--- src/rtl/decoder_scan_sequencer_pkg.sv ---
// Shared types and constants for the decoder scan sequencer.
package decoder_scan_sequencer_pkg;

    localparam int unsigned DWELL_DEFAULT = 4;

    typedef enum logic [1:0] {
        IDLE = 2'd0,
        SCAN = 2'd1,
        DONE = 2'd2
    } scan_state_e;

endpackage

--- src/rtl/decoder_scan_sequencer_if.sv ---
// Control/status bundle between the scan sequencer and its controller.
interface decoder_scan_sequencer_if;

    logic start;
    logic stop;
    logic cont;
    logic en;
    logic a1;
    logic a0;
    logic busy;
    logic done;

    modport master (
        output start, stop, cont,
        input  en, a1, a0, busy, done
    );

    modport slave (
        input  start, stop, cont,
        output en, a1, a0, busy, done
    );

endinterface

--- src/rtl/decoder_scan_sequencer_dwell_timer.sv ---
// Counts cycles within one address slot; slot_end flags the last cycle of the slot.
module dwell_timer #(
    parameter int unsigned DWELL = 4
) (
    input  logic clk,
    input  logic rst_n,
    input  logic clr,
    input  logic tick,
    output logic slot_end
);

    localparam int CNT_W = $clog2(DWELL) + 1;

    logic [CNT_W-1:0] cnt_q;
    logic [CNT_W-1:0] cnt_d;

    assign slot_end = tick && (cnt_q == CNT_W'(DWELL - 1));

    always_comb begin
        cnt_d = cnt_q;
        if (clr || slot_end) begin
            cnt_d = '0;
        end else if (tick) begin
            cnt_d = cnt_q + 1'b1;
        end
    end

    always_ff @(posedge clk or negedge rst_n) begin
        if (!rst_n) begin
            cnt_q <= '0;
        end else begin
            cnt_q <= cnt_d;
        end
    end

endmodule

--- src/rtl/decoder_scan_sequencer.sv ---
// Steps a 2-to-4 decoder address through 00..11, holding each slot DWELL cycles,
// in one-shot or continuous mode. All outputs come straight from flops.
module decoder_scan_sequencer
    import decoder_scan_sequencer_pkg::*;
#(
    parameter int unsigned DWELL = DWELL_DEFAULT
) (
    input  logic                      clk,
    input  logic                      rst_n,
    decoder_scan_sequencer_if.slave   bus
);

    scan_state_e state_q, state_d;
    logic [1:0]  addr_q, addr_d;
    logic        cont_q, cont_d;
    logic        en_q, en_d;
    logic        busy_q, busy_d;
    logic        done_q, done_d;
    logic        slot_end;

    dwell_timer #(.DWELL(DWELL)) u_dwell_timer (
        .clk      (clk),
        .rst_n    (rst_n),
        .clr      ((state_q != SCAN) || bus.stop),
        .tick     (state_q == SCAN),
        .slot_end (slot_end)
    );

    always_comb begin
        state_d = state_q;
        addr_d  = addr_q;
        cont_d  = cont_q;
        case (state_q)
            IDLE: begin
                addr_d = 2'b00;
                if (bus.start && !bus.stop) begin
                    state_d = SCAN;
                    cont_d  = bus.cont;
                end
            end
            SCAN: begin
                // stop outranks both slot advance and wrap
                if (bus.stop) begin
                    state_d = IDLE;
                    addr_d  = 2'b00;
                end else if (slot_end) begin
                    addr_d = addr_q + 2'd1;
                    if ((addr_q == 2'b11) && !cont_q) begin
                        state_d = DONE;
                    end
                end
            end
            DONE: begin
                state_d = IDLE;
                addr_d  = 2'b00;
            end
            default: begin
                state_d = IDLE;
                addr_d  = 2'b00;
            end
        endcase
        en_d   = (state_d == SCAN);
        busy_d = (state_d == SCAN);
        done_d = (state_d == DONE);
    end

    always_ff @(posedge clk or negedge rst_n) begin
        if (!rst_n) begin
            state_q <= IDLE;
            addr_q  <= 2'b00;
            cont_q  <= 1'b0;
            en_q    <= 1'b0;
            busy_q  <= 1'b0;
            done_q  <= 1'b0;
        end else begin
            state_q <= state_d;
            addr_q  <= addr_d;
            cont_q  <= cont_d;
            en_q    <= en_d;
            busy_q  <= busy_d;
            done_q  <= done_d;
        end
    end

    assign bus.en   = en_q;
    assign bus.a1   = addr_q[1];
    assign bus.a0   = addr_q[0];
    assign bus.busy = busy_q;
    assign bus.done = done_q;

endmodule

--- src/flat_wrapper.sv ---
// flat-port wrapper written by rule: the top's interface ports become plain ports
module decoder_scan_sequencer_flat import decoder_scan_sequencer_pkg::*;
#(
    parameter int unsigned DWELL = DWELL_DEFAULT
)
  (clk, rst_n, bus_start, bus_stop, bus_cont, bus_en, bus_a1, bus_a0, bus_busy, bus_done);
  decoder_scan_sequencer_if bus_i ();
  input  logic clk;
  input  logic rst_n;
  input wire logic [$bits(bus_i.start)-1:0] bus_start;
  input wire logic [$bits(bus_i.stop)-1:0] bus_stop;
  input wire logic [$bits(bus_i.cont)-1:0] bus_cont;
  output wire logic [$bits(bus_i.en)-1:0] bus_en;
  output wire logic [$bits(bus_i.a1)-1:0] bus_a1;
  output wire logic [$bits(bus_i.a0)-1:0] bus_a0;
  output wire logic [$bits(bus_i.busy)-1:0] bus_busy;
  output wire logic [$bits(bus_i.done)-1:0] bus_done;
  assign bus_i.start = bus_start;
  assign bus_i.stop = bus_stop;
  assign bus_i.cont = bus_cont;
  assign bus_en = bus_i.en;
  assign bus_a1 = bus_i.a1;
  assign bus_a0 = bus_i.a0;
  assign bus_busy = bus_i.busy;
  assign bus_done = bus_i.done;
  decoder_scan_sequencer #(.DWELL(DWELL)) u_core (.clk(clk), .rst_n(rst_n), .bus(bus_i));
endmodule
--- config.mk ---
export PLATFORM = sky130hd
export DESIGN_NAME = decoder_scan_sequencer_flat
export DESIGN_NICKNAME = d
export VERILOG_FILES = /design/src/rtl/decoder_scan_sequencer_pkg.sv /design/src/rtl/decoder_scan_sequencer_if.sv /design/src/rtl/decoder_scan_sequencer_dwell_timer.sv /design/src/rtl/decoder_scan_sequencer.sv /design/src/flat_wrapper.sv
export SDC_FILE = /design/constraint.sdc
export NUM_CORES = 1
export LEC_CHECK = 0
export ABC_AREA = 1
export BUFFER_PORTS_ARGS = -buffer_cell sky130_fd_sc_hd__clkbuf_2
export CAP_MARGIN = 20
export CORE_AREA = 2 2 39 41
export DETAILED_ROUTE_END_ITERATION = 7
export DIE_AREA = 0 0 41 43
export PLACE_DENSITY = 0.59
export SLEW_MARGIN = 15
export SYNTH_ARGS = -nofsm -noshare
export SYNTH_HDL_FRONTEND = slang
export SYNTH_SLANG_ARGS = --single-unit
--- constraint.sdc ---
create_clock -name clk -period 1.6 [get_ports clk]
set_clock_uncertainty 0.1 [all_clocks]
set_input_delay 0.24 -clock clk [delete_from_list [all_inputs] [get_ports clk]]
set_output_delay 0.24 -clock clk [all_outputs]
set_load 0.05 [all_outputs]
[Yosys cells after proc, flatten, opt, wreduce, memory -nomap -nowiden]
Cells that the tools add are included.
Cells by class
  muxes and demuxes: 10
  eq/ne operators: 7
  $add $sub $neg: 2
  reductions and logical operators: 10
Operator list (number)
  $mux W2: 7
  $mux W3: 2
  $eq A2 B1 Y1 const B: 2
  $eq A2 B2 Y1 const B: 2
  $pmux W2 S2: 1
  $add A3 B1 Y3 const B: 1
  $eq A3 B2 Y1 const B: 1
  $logic_and A1 B1 Y1: 3
  $ne A3 B2 Y1 const B: 1
  $add A2 B1 Y2 const B: 1
  $logic_not A1 Y1: 2
  $logic_not A2 Y1: 1
  $logic_or A1 B1 Y1: 2
  $ne A2 B1 Y1 const B: 1
  $reduce_and A2 Y1: 1
  $reduce_bool A2 Y1: 1
Storage, ports and cells
  register bits after elaboration: 10
  logic and storage cells: 35
  output and inout bits: 5
  input port bits: 5

[Longest topological paths before layout]
  depth in word-level cells: 7
  depth in mapped cells: 5
  mapped depth without buffers: 5

[Hierarchy]
Synthesis repeated with hierarchy kept, for this count alone.
Second synthesis, totals
  cells, all modules: 56
  area total of the unflattened synthesis: 480.5 µm²
Modules (own cells, without submodules)
  decoder_scan_sequencer: cells each 34, area each 312.8 µm², instances 1, sequential area each 175.2 µm²
  dwell_timer: cells each 22, area each 167.7 µm², instances 1, sequential area each 75.1 µm²

[Worst setup path after synthesis]
No wires, ideal clock.
  kind: reg-to-reg
  from: register u_core.addr_q[0]
  to: register u_core.en_q, in the netlist u_core.bus.en
  data arrival time: 1.140 ns
  clock period less this slack: 1.364 ns
  library setup time: 0.124 ns
  buffers on the path: 0
  slack: 0.236 ns
  cell stages (with the launch flop): 5
  data required time: 1.376 ns
  cells stage by stage: dfrtp_1 > ha_1 > nand2_1 > o21ai_1 > nand2_1
Between the ends
  cells in the longest elaborated chain, start to end: 7
RTL lines
  from (decl): line decoder_scan_sequencer.sv:14  | logic [1:0] addr_q, addr_d;
  from (signal assigned): line decoder_scan_sequencer.sv:77  | addr_q <= addr_d;
  $eq A2 B2 Y1: line decoder_scan_sequencer.sv:48  | if ((addr_q == 2'b11) && !cont_q) begin
  $logic_and A1 B1 Y1: line decoder_scan_sequencer.sv:48
  $mux W2: line decoder_scan_sequencer.sv:48
  $mux W2: line decoder_scan_sequencer.sv:46  | end else if (slot_end) begin
  $mux W2: line decoder_scan_sequencer.sv:43  | if (bus.stop) begin
  $pmux W2 S2: line decoder_scan_sequencer.sv:33  | case (state_q)
  $eq A2 B1 Y1
  via u_core.busy_d: line decoder_scan_sequencer.sv:17  | logic busy_q, busy_d;
  to (signal assigned): line decoder_scan_sequencer.sv:79  | en_q <= en_d;
  to (decl): line decoder_scan_sequencer.sv:16  | logic en_q, en_d;
The timed path passes the listed nets, and every way through them passes these cells.
A chain may end at the register's enable or synchronous reset.

[Worst setup path in the final report]
  from: register u_core.u_dwell_timer.cnt_q[0]
  to: register u_core.en_q, in the netlist u_core.bus.en
Between the ends
  cells in the longest elaborated chain, start to end: 6
RTL lines
  from (decl): line decoder_scan_sequencer_dwell_timer.sv:14  | logic [CNT_W-1:0] cnt_q;
  from (signal assigned): line decoder_scan_sequencer_dwell_timer.sv:32  | cnt_q <= cnt_d;
  $eq A3 B2 Y1: line decoder_scan_sequencer_dwell_timer.sv:17  | assign slot_end = tick && (cnt_q == CNT_W'(DWELL - 1));
  $logic_and A1 B1 Y1: line decoder_scan_sequencer_dwell_timer.sv:17
  $mux W2: line decoder_scan_sequencer.sv:46
  $mux W2: line decoder_scan_sequencer.sv:43
  $pmux W2 S2: line decoder_scan_sequencer.sv:33
  $eq A2 B1 Y1
  via u_core.busy_d: line decoder_scan_sequencer.sv:17
The timed path passes the listed nets, and every way through them passes these cells.

==> impl_results.md <==
- Outcome: finished clean
- Hold Crit Endpoint: u_core.cont_q
- Layout fillers: 150
- WL final: 724 um
- Reg2reg start: u_core.u_dwell_timer.cnt_q[0]
- DR pass1 iterations: 3
- Synthesis Warnings: 0
- Pins Over Slew Limit: 0
- Worst Slack Setup Final: 286.2 ps
- Post-synthesis sequential area ratio: 55.87%
- Clock power share: 33.9%
- Number of setup violations in the final report: 0
- Routed vias: 316
- Placement Setup Slack: 295.4 ps
- Leakage power: 0.2955 nW
- Fin crit share: 82.11%
- Reg2Reg Depth: 5
- Max incr delay on CP: 350 ps
- Power per standard cell area: 961.6 nW/um2
- Largest net degree at the start of global routing: 11
- I/O pin count: 10
- Type of the tightest min-delay check: in2reg
- Worst EP required: 1650 ps
- Vias in the first global route: 286
- Post-Syn Instances: 46
- # diodes: 0
- Most frequent CP cell: ha_1
- Least-Margin Pin Slew: 275.1 ps
- Worst slew margin: 81.74%
- PortBufs: 9
- Cell chain of the critical path: ha_1, ha_1, nand3_2, o21ai_1, nand2_1
- Yosys cell types: 16
- Crit path launch type: flop
- WS Path Type: reg2reg
- Avg Vias per Cell: 4.270
- Total core area: 1384 um2
- Max VDD drop: 0.0004566 V
- Max Fclk: 0.7612 GHz
- Cells resized by post-CTS repair: 0
- Setup TNS Final: 0 ps
- CTS tree: yes
- Most frequent cells in the layout: dfrtp_1, nand2_1, clkbuf_2, inv_1, nor2_1
- Die area: 1763 um2
- Placed wire-length estimate: 566.9 um
- Switch share: 28.07%
- CTS Buffer Depth: 2
- Gr ovfl total: 0
- Clock sinks: 10
- Iter 0 DRT Violations: 8
- Die W: 41 um
- Placed inst area: 505.5 um2
- Final ANT Viol Nets: 0
- Setup slack, reg-to-reg: 290 ps
- Mapped Nets: 54
- GPL Wtd Cong: 0.7121
- Synth Cell Area: 447.9 um2
- Chip Height: 43 um
- Average size of a mapped cell: 9.738 um2
- Initial Util: 32.37%
- Initial antenna violation count: 0
- Worst-path clk slew: 70 ps
- Final cell count without fillers: 74
- Global-route wire length before repair: 1200 um
- Commonest non-fill, non-tap cell in the layout: dfrtp_1
- TritonCTS Buffers: 3
- RSZ-0062 raised after global routing: no
- Number of remaining DRC errors: 0
- Final instance area: 538.0 um2
- H-tree levels: 1
- Syn-to-layout area delta: 20.11%
- Reg power frac: 52.9%
- WHS Path Cells: 3
- Switch Pwr: 145.2 uW
- Max FO, Critical Path: 4
- CP Capture Type: flop
- Hold Buf Count CTS: 1
- Placed cells: 70
- Root Buffer: clkbuf_4
- Routed WL per cell: 9.784 um
- Yosys reg bits: 10
- Tmin final: 1314 ps
- Total internal power: 372.1 uW
- CP max stage cell: dfrtp_1
- Layout cells sized above 1: 31.03%
- Critical Path AT: 1360 ps
- Worst min-delay path startpoint: bus_cont
- Final Hold Viols: 0
- Layout Utilization: 38.88%
- Reg2reg end: u_core.bus.en
- Post-CTS setup buffer count: 0
- Clock latency on the worst-skew pair: 260 ps
- Row cnt: 14
- Combinational share of power: 13.2%
- Nets: 68
- Total track usage: 10.87%
- Max-cap violations: 0
## how the worst max path moves through the flow
stage                                       start                 to  cells past startpoint
finish              u_core.u_dwell_timer.cnt_q[0]      u_core.bus.en                      5
detailed placement  u_core.u_dwell_timer.cnt_q[0]      u_core.bus.en                      5
global route        u_core.u_dwell_timer.cnt_q[0]      u_core.bus.en                      5
CTS                 u_core.u_dwell_timer.cnt_q[0]      u_core.bus.en                      5
global placement    u_core.u_dwell_timer.cnt_q[0]  u_core.state_q[0]                      5
floorplan                        u_core.addr_q[0]      u_core.bus.en                      4
## cell type report
cell class / instances / area, um2 / area share (%)
sequential: 10 / 250.2 / 46.51
multi-input combinational: 27 / 160.2 / 29.77
clock buffer: 3 / 22.52 / 4.186
inverter: 8 / 30.03 / 5.581
tap: 16 / 20.02 / 3.721
timing repair buffer: 10 / 55.05 / 10.23
## worst max-delay path: cells and delay by family (launching register included)
kind / cells / cell delay (ps)
and+or+nand+nor: 2 / 200
DFF: 1 / 350
adders and majority gates: 2 / 370
AOI/OAI and AO/OA: 1 / 180
## registers in the layout, indices dropped and copies added (netlist names)
signal	flops
u_core.bus.done	1
u_core.addr_q	2
u_core.state_q	2
u_core.u_dwell_timer.cnt_q	3
u_core.cont_q	1
u_core.bus.en	1
## power by group through the flow
stage	sequential, mW	combinational, mW	clock, mW
after global placement	0.278	0.0674	0
after global routing	0.275	0.0768	0.197
after CTS	0.274	0.0698	0.178
after floorplan	0.288	0.0404	0
final	0.274	0.0684	0.175
after detailed placement	0.279	0.0678	0
## layer usage
layer	track usage [%]	part of all wire, %
met1	13.71	47
met2	14.06	46
met3	6.283	5.4
met4	6.000	2.3
met5	0	0
## cells in the mapped netlist
library cell | number | share of area [%]
nor3_1 | 2 | 2.2
a21oi_1 | 1 | 1.1
nor2_4 | 1 | 2.5
nand2_2 | 2 | 2.8
nand3_2 | 1 | 2.2
inv_2 | 2 | 1.7
o21ai_1 | 1 | 1.1
nand3_1 | 1 | 1.1
dfrtp_1 | 10 | 56
inv_1 | 6 | 5.0
ha_1 | 3 | 8.4
nand2_1 | 9 | 7.5
xor2_1 | 1 | 2.0
buf_4 | 1 | 1.7
nor2_1 | 4 | 3.4
nand4_1 | 1 | 1.4
## logic make-up (layout without fill, tap and decap cells)
| family | after synthesis | count (layout) | synth area share (%) |
|---|---|---|---|
| xor+xnor | 1 | 1 | 1.956 |
| buf+inv | 9 | 21 | 8.381 |
| compound gates | 2 | 2 | 2.232 |
| simple gates | 21 | 21 | 23.18 |
| fa+ha+maj | 3 | 3 | 8.381 |
| flops | 10 | 10 | 55.87 |
## stage by stage
stage	hold WS (ps)	total power, mW
floorplan	-155.6	0.3279
global placement	20.02	0.3453
detailed placement	26.55	0.3465
CTS	100.4	0.5217
global route	107.7	0.5492
finish	105.2	0.5173
Note: power is estimated with default switching activity, not from simulation.
